`config.mk`:
```
export PLATFORM = sky130hd
export DESIGN_NAME = conv_layer_seq_flat
export DESIGN_NICKNAME = d
export VERILOG_FILES = /design/src/rtl/conv_layer_seq_if.sv /design/src/rtl/conv_layer_seq.sv /design/src/flat_wrapper.sv
export SDC_FILE = /design/constraint.sdc
export NUM_CORES = 1
export LEC_CHECK = 0
export CAP_MARGIN = 30
export CORE_MARGIN = 4
export CORE_UTILIZATION = 55
export DETAILED_ROUTE_END_ITERATION = 8
export GPL_ROUTABILITY_DRIVEN = 0
export PLACE_DENSITY = 0.79
export SETUP_SLACK_MARGIN = 0.3
export SLEW_MARGIN = 20
export SYNTH_ARGS = -nofsm -noshare
export SYNTH_HDL_FRONTEND = slang
export SYNTH_SLANG_ARGS = --single-unit
```
`constraint.sdc`:
```
create_clock -name clk -period 9.2 [get_ports clk]
set_input_delay 1.38 -clock clk [delete_from_list [all_inputs] [get_ports clk]]
set_output_delay 1.38 -clock clk [all_outputs]
set_load 0.005 [all_outputs]
```
`src/rtl/conv_layer_seq_if.sv`:
```
// Engine-side bus of the convolution sequencer: per-layer parameters and the
// start_conv / w_done handshake with the im2col/GEMM engine.
interface conv_layer_seq_if #(
  parameter int unsigned TENSOR_W = 8,
  parameter int unsigned KERNEL_W = 4,
  parameter int unsigned CH_W     = 8,
  parameter int unsigned STRIDE_W = 3,
  parameter int unsigned KNUM_W   = 8,
  parameter int unsigned LAYER_W  = 2
) ();
  logic [TENSOR_W-1:0] tensor_size;
  logic [KERNEL_W-1:0] kernel_size;
  logic [CH_W-1:0]     channels;
  logic [STRIDE_W-1:0] stride;
  logic [KNUM_W-1:0]   kernel_nums;
  logic [LAYER_W-1:0]  layer_idx;
  logic                start_conv;
  logic                w_done;

  modport master (
    output tensor_size, kernel_size, channels, stride, kernel_nums, layer_idx, start_conv,
    input  w_done
  );

  modport slave (
    input  tensor_size, kernel_size, channels, stride, kernel_nums, layer_idx, start_conv,
    output w_done
  );
endinterface

```
`src/rtl/conv_layer_seq.sv`:
```
// Multi-layer convolution sequencer: walks a descriptor table, derives each
// layer's input size/channels from the previous layer and handshakes the engine.
module conv_layer_seq #(
  parameter int unsigned TENSOR_W   = 8,
  parameter int unsigned KERNEL_W   = 4,
  parameter int unsigned CH_W       = 8,
  parameter int unsigned STRIDE_W   = 3,
  parameter int unsigned KNUM_W     = 8,
  parameter int unsigned MAX_LAYERS = 4,
  localparam int unsigned LAYER_W   = $clog2(MAX_LAYERS)
) (
  input  logic                clk,
  input  logic                rst,
  input  logic                enable,
  input  logic                conv_en,
  input  logic                abort,
  input  logic [TENSOR_W-1:0] cfg_tensor_size,
  input  logic [CH_W-1:0]     cfg_channels,
  input  logic [LAYER_W:0]    cfg_num_layers,
  input  logic                tbl_we,
  input  logic [LAYER_W-1:0]  tbl_addr,
  input  logic [KERNEL_W-1:0] tbl_kernel_size,
  input  logic [STRIDE_W-1:0] tbl_stride,
  input  logic [KNUM_W-1:0]   tbl_kernel_nums,
  conv_layer_seq_if.master    eng,
  output logic                busy,
  output logic                done,
  output logic                err
);

  localparam int unsigned GW = (TENSOR_W > KERNEL_W) ? TENSOR_W : KERNEL_W;
  localparam int unsigned CW = (TENSOR_W > STRIDE_W) ? TENSOR_W : STRIDE_W;

  typedef enum logic [2:0] {
    IDLE = 3'd0,
    LOAD = 3'd1,
    CALC = 3'd2,
    WAIT = 3'd3,
    DONE = 3'd4,
    ERR  = 3'd5
  } state_t;

  state_t              state;
  logic [LAYER_W-1:0]  layer_idx;
  logic [LAYER_W:0]    num_layers;
  logic [TENSOR_W-1:0] in_size;
  logic [CH_W-1:0]     in_ch;
  logic [TENSOR_W-1:0] rem;
  logic [TENSOR_W-1:0] q;
  logic [TENSOR_W-1:0] next_size;

  logic [TENSOR_W-1:0] tensor_size_q;
  logic [KERNEL_W-1:0] kernel_size_q;
  logic [CH_W-1:0]     channels_q;
  logic [STRIDE_W-1:0] stride_q;
  logic [KNUM_W-1:0]   kernel_nums_q;
  logic                start_q;

  logic [KERNEL_W-1:0] tbl_k  [MAX_LAYERS];
  logic [STRIDE_W-1:0] tbl_s  [MAX_LAYERS];
  logic [KNUM_W-1:0]   tbl_kn [MAX_LAYERS];

  logic [KERNEL_W-1:0] d_k;
  logic [STRIDE_W-1:0] d_s;
  logic [KNUM_W-1:0]   d_kn;
  logic                geom_bad;
  logic                count_bad;
  logic                rem_ge;
  logic                last_layer;

  assign d_k  = tbl_k[layer_idx];
  assign d_s  = tbl_s[layer_idx];
  assign d_kn = tbl_kn[layer_idx];

  assign geom_bad   = (d_k == '0) || (d_s == '0) || (GW'(d_k) > GW'(in_size));
  assign count_bad  = (cfg_num_layers == '0) ||
                      (cfg_num_layers > (LAYER_W+1)'(MAX_LAYERS));
  assign rem_ge     = (CW'(rem) >= CW'(stride_q));
  assign last_layer = ({1'b0, layer_idx} == (num_layers - (LAYER_W+1)'(1)));

  assign eng.tensor_size = tensor_size_q;
  assign eng.kernel_size = kernel_size_q;
  assign eng.channels    = channels_q;
  assign eng.stride      = stride_q;
  assign eng.kernel_nums = kernel_nums_q;
  assign eng.layer_idx   = layer_idx;
  assign eng.start_conv  = start_q;

  // Sequencer FSM; the output-size division runs as repeated subtraction in CALC.
  always_ff @(posedge clk) begin
    if (rst) begin
      state         <= IDLE;
      layer_idx     <= '0;
      num_layers    <= '0;
      in_size       <= '0;
      in_ch         <= '0;
      rem           <= '0;
      q             <= '0;
      next_size     <= '0;
      tensor_size_q <= '0;
      kernel_size_q <= '0;
      channels_q    <= '0;
      stride_q      <= '0;
      kernel_nums_q <= '0;
      start_q       <= 1'b0;
      busy          <= 1'b0;
      done          <= 1'b0;
      err           <= 1'b0;
      for (int unsigned i = 0; i < MAX_LAYERS; i++) begin
        tbl_k[i]  <= '0;
        tbl_s[i]  <= '0;
        tbl_kn[i] <= '0;
      end
    end else if (enable) begin
      if (state == IDLE && tbl_we) begin
        tbl_k[tbl_addr]  <= tbl_kernel_size;
        tbl_s[tbl_addr]  <= tbl_stride;
        tbl_kn[tbl_addr] <= tbl_kernel_nums;
      end

      if (abort) begin
        state   <= IDLE;
        start_q <= 1'b0;
        busy    <= 1'b0;
        done    <= 1'b0;
        err     <= 1'b0;
      end else begin
        case (state)
          IDLE: begin
            if (conv_en) begin
              busy <= 1'b1;
              if (count_bad) begin
                state <= ERR;
                err   <= 1'b1;
              end else begin
                state      <= LOAD;
                layer_idx  <= '0;
                num_layers <= cfg_num_layers;
                in_size    <= cfg_tensor_size;
                in_ch      <= cfg_channels;
              end
            end
          end
          LOAD: begin
            tensor_size_q <= in_size;
            channels_q    <= in_ch;
            kernel_size_q <= d_k;
            stride_q      <= d_s;
            kernel_nums_q <= d_kn;
            if (geom_bad) begin
              state <= ERR;
              err   <= 1'b1;
            end else begin
              state <= CALC;
              rem   <= in_size - TENSOR_W'(d_k);
              q     <= '0;
            end
          end
          CALC: begin
            if (rem_ge) begin
              rem <= rem - TENSOR_W'(stride_q);
              q   <= q + TENSOR_W'(1);
            end else begin
              next_size <= q + TENSOR_W'(1);
              start_q   <= 1'b1;
              state     <= WAIT;
            end
          end
          WAIT: begin
            if (eng.w_done) begin
              start_q <= 1'b0;
              if (last_layer) begin
                state <= DONE;
                done  <= 1'b1;
              end else begin
                // Next layer consumes this layer's output geometry.
                layer_idx <= layer_idx + LAYER_W'(1);
                in_size   <= next_size;
                in_ch     <= CH_W'(kernel_nums_q);
                state     <= LOAD;
              end
            end
          end
          DONE: begin
            done  <= 1'b0;
            busy  <= 1'b0;
            state <= IDLE;
          end
          ERR: begin
            err   <= 1'b0;
            busy  <= 1'b0;
            state <= IDLE;
          end
          default: begin
            state <= IDLE;
            busy  <= 1'b0;
          end
        endcase
      end
    end
  end

endmodule

```
`src/flat_wrapper.sv`:
```
// flat-port wrapper written by rule: the top's interface ports become plain ports
module conv_layer_seq_flat 
#(
  parameter int unsigned TENSOR_W   = 8,
  parameter int unsigned KERNEL_W   = 4,
  parameter int unsigned CH_W       = 8,
  parameter int unsigned STRIDE_W   = 3,
  parameter int unsigned KNUM_W     = 8,
  parameter int unsigned MAX_LAYERS = 4,
  localparam int unsigned LAYER_W   = $clog2(MAX_LAYERS)
)
  (clk, rst, enable, conv_en, abort, cfg_tensor_size, cfg_channels, cfg_num_layers, tbl_we, tbl_addr, tbl_kernel_size, tbl_stride, tbl_kernel_nums, busy, done, err, eng_tensor_size, eng_kernel_size, eng_channels, eng_stride, eng_kernel_nums, eng_layer_idx, eng_start_conv, eng_w_done);
  conv_layer_seq_if #(.TENSOR_W(TENSOR_W), .KERNEL_W(KERNEL_W), .CH_W(CH_W), .STRIDE_W(STRIDE_W), .KNUM_W(KNUM_W), .LAYER_W(2)) eng_i ();
  input  logic clk;
  input  logic rst;
  input  logic enable;
  input  logic conv_en;
  input  logic abort;
  input  logic [TENSOR_W-1:0] cfg_tensor_size;
  input  logic [CH_W-1:0] cfg_channels;
  input  logic [LAYER_W:0] cfg_num_layers;
  input  logic tbl_we;
  input  logic [LAYER_W-1:0] tbl_addr;
  input  logic [KERNEL_W-1:0] tbl_kernel_size;
  input  logic [STRIDE_W-1:0] tbl_stride;
  input  logic [KNUM_W-1:0] tbl_kernel_nums;
  output logic busy;
  output logic done;
  output logic err;
  output wire logic [$bits(eng_i.tensor_size)-1:0] eng_tensor_size;
  output wire logic [$bits(eng_i.kernel_size)-1:0] eng_kernel_size;
  output wire logic [$bits(eng_i.channels)-1:0] eng_channels;
  output wire logic [$bits(eng_i.stride)-1:0] eng_stride;
  output wire logic [$bits(eng_i.kernel_nums)-1:0] eng_kernel_nums;
  output wire logic [$bits(eng_i.layer_idx)-1:0] eng_layer_idx;
  output wire logic [$bits(eng_i.start_conv)-1:0] eng_start_conv;
  input wire logic [$bits(eng_i.w_done)-1:0] eng_w_done;
  assign eng_tensor_size = eng_i.tensor_size;
  assign eng_kernel_size = eng_i.kernel_size;
  assign eng_channels = eng_i.channels;
  assign eng_stride = eng_i.stride;
  assign eng_kernel_nums = eng_i.kernel_nums;
  assign eng_layer_idx = eng_i.layer_idx;
  assign eng_start_conv = eng_i.start_conv;
  assign eng_i.w_done = eng_w_done;
  conv_layer_seq #(.TENSOR_W(TENSOR_W), .KERNEL_W(KERNEL_W), .CH_W(CH_W), .STRIDE_W(STRIDE_W), .KNUM_W(KNUM_W), .MAX_LAYERS(MAX_LAYERS)) u_core (.clk(clk), .rst(rst), .enable(enable), .conv_en(conv_en), .abort(abort), .cfg_tensor_size(cfg_tensor_size), .cfg_channels(cfg_channels), .cfg_num_layers(cfg_num_layers), .tbl_we(tbl_we), .tbl_addr(tbl_addr), .tbl_kernel_size(tbl_kernel_size), .tbl_stride(tbl_stride), .tbl_kernel_nums(tbl_kernel_nums), .eng(eng_i), .busy(busy), .done(done), .err(err));
endmodule
```
==> results of run 1 <==
[stage by stage]
stage	std cells	total power, µW
floorplan	656	769
global placement	842	809
detailed placement	844	813
CTS	876	1460
global route	876	1500
finish	876	1460
[cells by family after synthesis]
kind of cell,after synthesis,share of synthesized area [%]
compound gates,123,12.3
xor+xnor,15,1.97
fa+ha+maj,11,2.29
buf+inv,59,3.79
flops,145,52.5
mux,23,6.29
simple gates,280,20.8
[layout make-up]
class                   instances  area share [%]
inverters                      18           0.836
clock buffers                  17            5.26
multi-input cells             452            36.1
well taps                     143            2.21
flip-flops and latches        145            43.3
repair buffers                 86            10.6
clock inverters                15            1.66
[critical path: cells and delay by family, from the launching register on]
| family | cells | cell delay, ps |
|---|---|---|
| simple gates | 2 | 570 |
| flops | 1 | 640 |
| mux | 1 | 660 |
| fa+ha+maj | 2 | 740 |
| compound gates | 4 | 1150 |
[layout by cell type (no fill, tap or decap), types with 17 or more instances in the layout]
cell type        instances
inv_1                   18
a311oi_1                17
and3_1                  22
nand2_1                110
and2_1                  45
clkdlybuf4s50_1         78
clkbuf_16               17
a21oi_1                 44
edfxtp_1                60
dfxtp_1                 85
nor2_1                  52
[metal layers]
metal | global-route usage (%) | up-vias | part of all wire (%)
met1 | 29.2 | 2497 | 42
met5 | 0 | - | 0
met3 | 5.67 | 30 | 5.4
li1 | - | 2478 | -
met4 | 9.89 | 0 | 1.8
met2 | 39.4 | 177 | 51
[power breakdown]
group | internal, µW | total [µW] | leakage (µW) | switching (µW)
Sequential | 688 | 698 | 0.00131 | 9.68
Clock | 374 | 655 | 0.000276 | 281
Combinational | 46.9 | 103 | 0.00135 | 56.5
[path summary, 6_finish.rpt]
| path | from | slack (ps) | endpoint | cells after the start |
|---|---|---|---|---|
| setup reg to reg | register | 5350 | u_core.rem[3] | 9 |
| hold / removal | u_core.eng.tensor_size[4] | 450 | u_core.eng.tensor_size[4] | 2 |
| hold reg to reg | u_core.eng.tensor_size[4] | 450 | u_core.eng.tensor_size[4] | 2 |
| setup / recovery | register | 5350 | u_core.rem[3] | 9 |
==> reports/qor.csv, run 1 <==
stage;metric;value;unit
run_status;status;finished, final reports clean;
layout;Area Overhead vs Synth;21.2;%
cts;total CTS buffers;17;
layout;final instance area;8090;µm²
timing;Worst-Margin Slew;989;ps
timing;final hold violation count;0;
worst_setup_path;CP Class;register to register;
yosys;most frequent cells after synthesis;nand2_1, dfxtp_1, edfxtp_1, nor2_1, and2_1;
yosys;async set-reset flop share out of synthesis;0;%
layout;footprint of the multi-input gates;2920;µm²
die;Die X;118;µm
timing;setup TNS;0;ps
cts;CTS H-tree lvls;4;
grt;initial antenna violation count;0;
layout;share of layout cells above drive strength 1;10.4;%
grt;GRT Residual Overflow;0;
drt;Final ANT Viol Nets;0;
min_path;class of the worst hold path;register to register;
layout;Largest Register;u_core.tbl_kn;
yosys;Synth area leaders;edfxtp_1, dfxtp_1, nand2_1;
layout;final net count;774;
cts;Worst-Skew Late Latency;430;ps
grt;gr usage total;23.5;%
die;Die Height;118;µm
cts;setup bufs post-CTS;0;
grt;largest net degree at the start of global routing;84;
drt;drt total wl;16.1;mm
die;Boundary Pins;80;
worst_setup_path;CP Launch Type;register;
cts;post-CTS resize count;0;
die;site row count;39;
yosys;synth unique cells;62;
layout;FILL cells;873;
drt;Wirelength per Cell;18.4;µm
cts;number of hold buffers added after CTS;0;
worst_setup_path;slowest stage cell, crit path;mux4_2;
layout;ant diodes;0;
power;Pleak;0.00293;µW
layout;post-layout util;69.3;%
yosys;Seq cells post-synth;145;
die;Initial Util;57.2;%
timing;crit path time final;3850;ps
drt;number of remaining DRC errors;0;
grt;global-route wire length before repair;26.2;mm
placement;hpwl dp;10.8;mm
timing;hold_ws;454;ps
drt;vias;5182;
yosys;most used flip-flop cell after synthesis;dfxtp_1;
worst_setup_path;Crit Path Max Fanout;13;
cts;CTS tree;done;
worst_setup_path;crit-path max cell delay;660;ps
drt;vias per std cell;5.92;
timing;setup violators final;0;
worst_setup_path;Required @ worst endpoint;9540;ps
yosys;cell count after synthesis;656;
cts;CTS Root Cell;clkbuf_16;
timing;clock skew;6.86;ps
die;Core Area;11700;µm²
timing;RSZ-0062 raised after global routing;false;
layout;max reg flops;32;
placement;pre-CTS WS;5330;ps
grt;number of global-route vias before repair;5178;
cts;Reg clk slew, reported paths;60;ps
timing;Slew Limit Fails;0;
layout;top flop regs;u_core.tbl_kn (32), u_core.tbl_k (16), u_core.tbl_s (12);
drt;DR iter-0 viols;456;
yosys;cell taking the most area after synthesis;edfxtp_1;
die;die area;14000;µm²
yosys;Post-synth EDFFs;60;
job;Max Cap Viol;0;
cts;clock tree buffer depth;2;
timing;PnR worst setup slack;5350;ps
yosys;sequential fraction of the synthesis area;52.5;%
yosys;syn_area_per_cell;10.2;µm²
power;Peak VDD IR;0.000152;V
power;Power Density;180;nW/µm²
yosys;top-area cell type share of the netlist area;27.0;%
timing;slew margin rel.;33.9;%
placement;PortBufs;79;
worst_setup_path;Cell Chain, Critical Path;mux4_2 > ha_1 > fa_1 > nor2b_1 > o21ai_0 > a311oi_2 > a21oi_2 > or2_2 > o22ai_1;
worst_setup_path;Worst setup EP type;register;
timing;f_max;0.260;GHz
placement;area post-placement;7530;µm²
worst_setup_path;CP arrival;4190;ps
yosys;Mapped Nets;710;
layout;Register Area;3500;µm²
cts;CTS Sinks;145;
drt;Initial DRT Pass Iterations;5;
yosys;Cell Area, Synth;6670;µm²
yosys;Syn. warnings;0;
timing;final worst path period share;41.8;%
yosys;top-count cell post-synth;nand2_1;
Note: power is estimated with default switching activity, not from simulation.
==> inputs of run 2 (changes only) <==
CORE_UTILIZATION = 50   (was 55)
PLACE_DENSITY = 0.76   (was 0.79)
clock period = 3.32 ns   (was 9.2 ns; I/O delays follow)
==> reports/qor.csv, run 2 (synthesis results as in run 1) <==
stage;metric;value;unit;change
run_status;status;finished, final reports clean;;
layout;Area Overhead vs Synth;23.8;%;
grt;global-route wire length before repair;26.2;mm;about the same
timing;setup TNS;0;ps;unchanged
timing;clock skew;5.92;ps;-0.937 ps
cts;CTS Sinks;145;;unchanged
cts;CTS tree;done;;
worst_setup_path;Required @ worst endpoint;3670;ps;-5870 ps
worst_setup_path;CP arrival;3250;ps;-940 ps
worst_setup_path;CP Class;register to register;;
cts;total CTS buffers;17;;unchanged
layout;commonest non-fill, non-tap cell in the layout;nand2_1;;
drt;DR iter-0 viols;362;;-21%
grt;GRT Residual Overflow;0;;unchanged
drt;WL met3;836;µm;-4.3%
timing;setup violators final;0;;unchanged
timing;final hold violation count;0;;unchanged
drt;routed length on met1;6.75;mm;-0.18%
layout;max reg flops;32;;unchanged
drt;Wirelength per Cell;17.8;µm;-2.9%
die;site row count;41;;+5.1%
timing;Slew Limit Fails;0;;unchanged
grt;gr usage total;22.5;%;-1.0 points
timing;PnR worst setup slack;426;ps;-4920 ps
timing;crit path time final;2890;ps;-956 ps
power;Peak VDD IR;0.000436;V;+190%
die;Die Height;123;µm;+4.6%
min_path;class of the worst hold path;register to register;;
die;Boundary Pins;80;;unchanged
layout;top flop regs;u_core.tbl_kn (32), u_core.tbl_k (16), u_core.tbl_s (12);;
placement;hpwl dp;11.3;mm;+4.6%
layout;ant diodes;0;;unchanged
grt;largest net degree at the start of global routing;58;;-31%
drt;drt total wl;16.4;mm;+1.7%
worst_setup_path;Crit Path Max Fanout;4;;-9
drt;Top Metal Used;met4;;
worst_setup_path;CP Launch Type;register;;
cts;Reg clk slew, reported paths;60;ps;about the same
drt;Initial DRT Pass Iterations;5;;unchanged
die;Die X;123;µm;+4.6%
cts;clock tree buffer depth;2;;unchanged
cts;Worst-Skew Late Latency;420;ps;about the same
drt;Final ANT Viol Nets;0;;unchanged
die;die area;15200;µm²;+9.3%
die;Initial Util;52.0;%;-5.2 points
layout;Largest Register;u_core.tbl_kn;;
grt;initial antenna violation count;0;;unchanged
job;Max Cap Viol;0;;unchanged
timing;Worst-Margin Slew;690;ps;-299 ps
grt;number of global-route vias before repair;5202;;+0.46%
power;Power Density;493;nW/µm²;+170%
drt;number of remaining DRC errors;0;;unchanged
cts;CTS H-tree lvls;4;;unchanged
layout;final net count;788;;+1.8%
drt;vias per std cell;5.66;;-4.3%
worst_setup_path;Worst setup EP type;register;;
drt;vias;5196;;+0.27%
die;Core Area;12800;µm²;+10%
cts;CTS Root Cell;clkbuf_16;;
timing;final worst path period share;87.2;%;+45 points
timing;slew margin rel.;54.0;%;+20 points
timing;f_max;0.346;GHz;+33%
drt;met2 WL;8.43;mm;+3.2%
layout;commonest cells after routing, fill and taps aside;nand2_1, dfxtp_1, clkdlybuf4s50_1;;
placement;pre-CTS WS;74.6;ps;-5260 ps
power;Pleak;0.00301;µW;+2.6%
timing;RSZ-0062 raised after global routing;false;;
placement;PortBufs;79;;unchanged
layout;share of layout cells above drive strength 1;12.2;%;+1.8 points
## run 2: changes by cell type in the layout (fill, tap and decap cells not counted), moves of 2 or more
cell      change
clkinv_4      -5
clkbuf_4      +2
buf_8         -2
inv_6         -3
buf_4        +14
clkbuf_8      +5
clkbuf_1      +2
inv_4         -2
## run 2: cell type report
class	count	area (µm²)
well taps	172	215
flip-flops and latches	145	3500
clock buffers	26	517
fillers	1024	4570
repair buffers	100	960
inverters	18	67.6
multi-input cells	452	2940
clock inverters	5	52.6
## run 2: stage by stage
stage | hold slack, ps | cell area, µm² | total power (µW) | instances | util, %
2_1_floorplan | 432 | 6670 | 2130 | 656 | -
3_3_place_gp | 437 | 7640 | 2250 | 884 | 59.6
3_5_place_dp | 446 | 7640 | 2260 | 884 | 59.6
4_1_cts | 452 | 8220 | 4090 | 917 | 64.1
5_1_grt | 471 | 8250 | 4200 | 918 | 64.4
6_report | 453 | 8250 | 4070 | 918 | 64.4
## run 2: worst paths after layout
kind,to,depth (start not counted),startpoint,slack [ps]
worst max-delay path,u_core.err,10,register,430
worst min-delay path,u_core.eng.channels[4],2,u_core.eng.channels[4],450
worst min register to register,u_core.eng.channels[4],2,u_core.eng.channels[4],450
worst max register to register,u_core.err,10,register,430
## run 2: repair_timing
item,CTS,global route
endpoints found under the hold margin,0,0
buffers inserted,2,1
setup endpoints to repair,19,19
cloned,0,0
hold buffers,0,0
pin swaps,1,0
resized for setup,0,7
## run 2: critical path, cell delays in order (launching register included)
cell and delay (ps):
dfxtp_2 350, mux4_2 540, ha_2 230, fa_2 410, nor2b_2 140, o21ai_0 100, a311oi_2 230, buf_4 200
a211oi_2 80, or3b_1 370, a31oi_1 170
## run 2: power breakdown
group | total [µW] | internal, µW | switching, µW | leakage [µW]
Sequential | 1940 | 1910 | 28.0 | 0.00131
Combinational | 305 | 140 | 165 | 0.00142
Clock | 1830 | 1140 | 694 | 0.000283
Total | 4070 | 3190 | 887 | 0.00301
## run 2: layer usage
layer  vias up  track usage, %
met5         -               0
met4         0            7.89
met3        33            5.12
met2       164            39.4
met1      2508            27.3
li1       2491               -
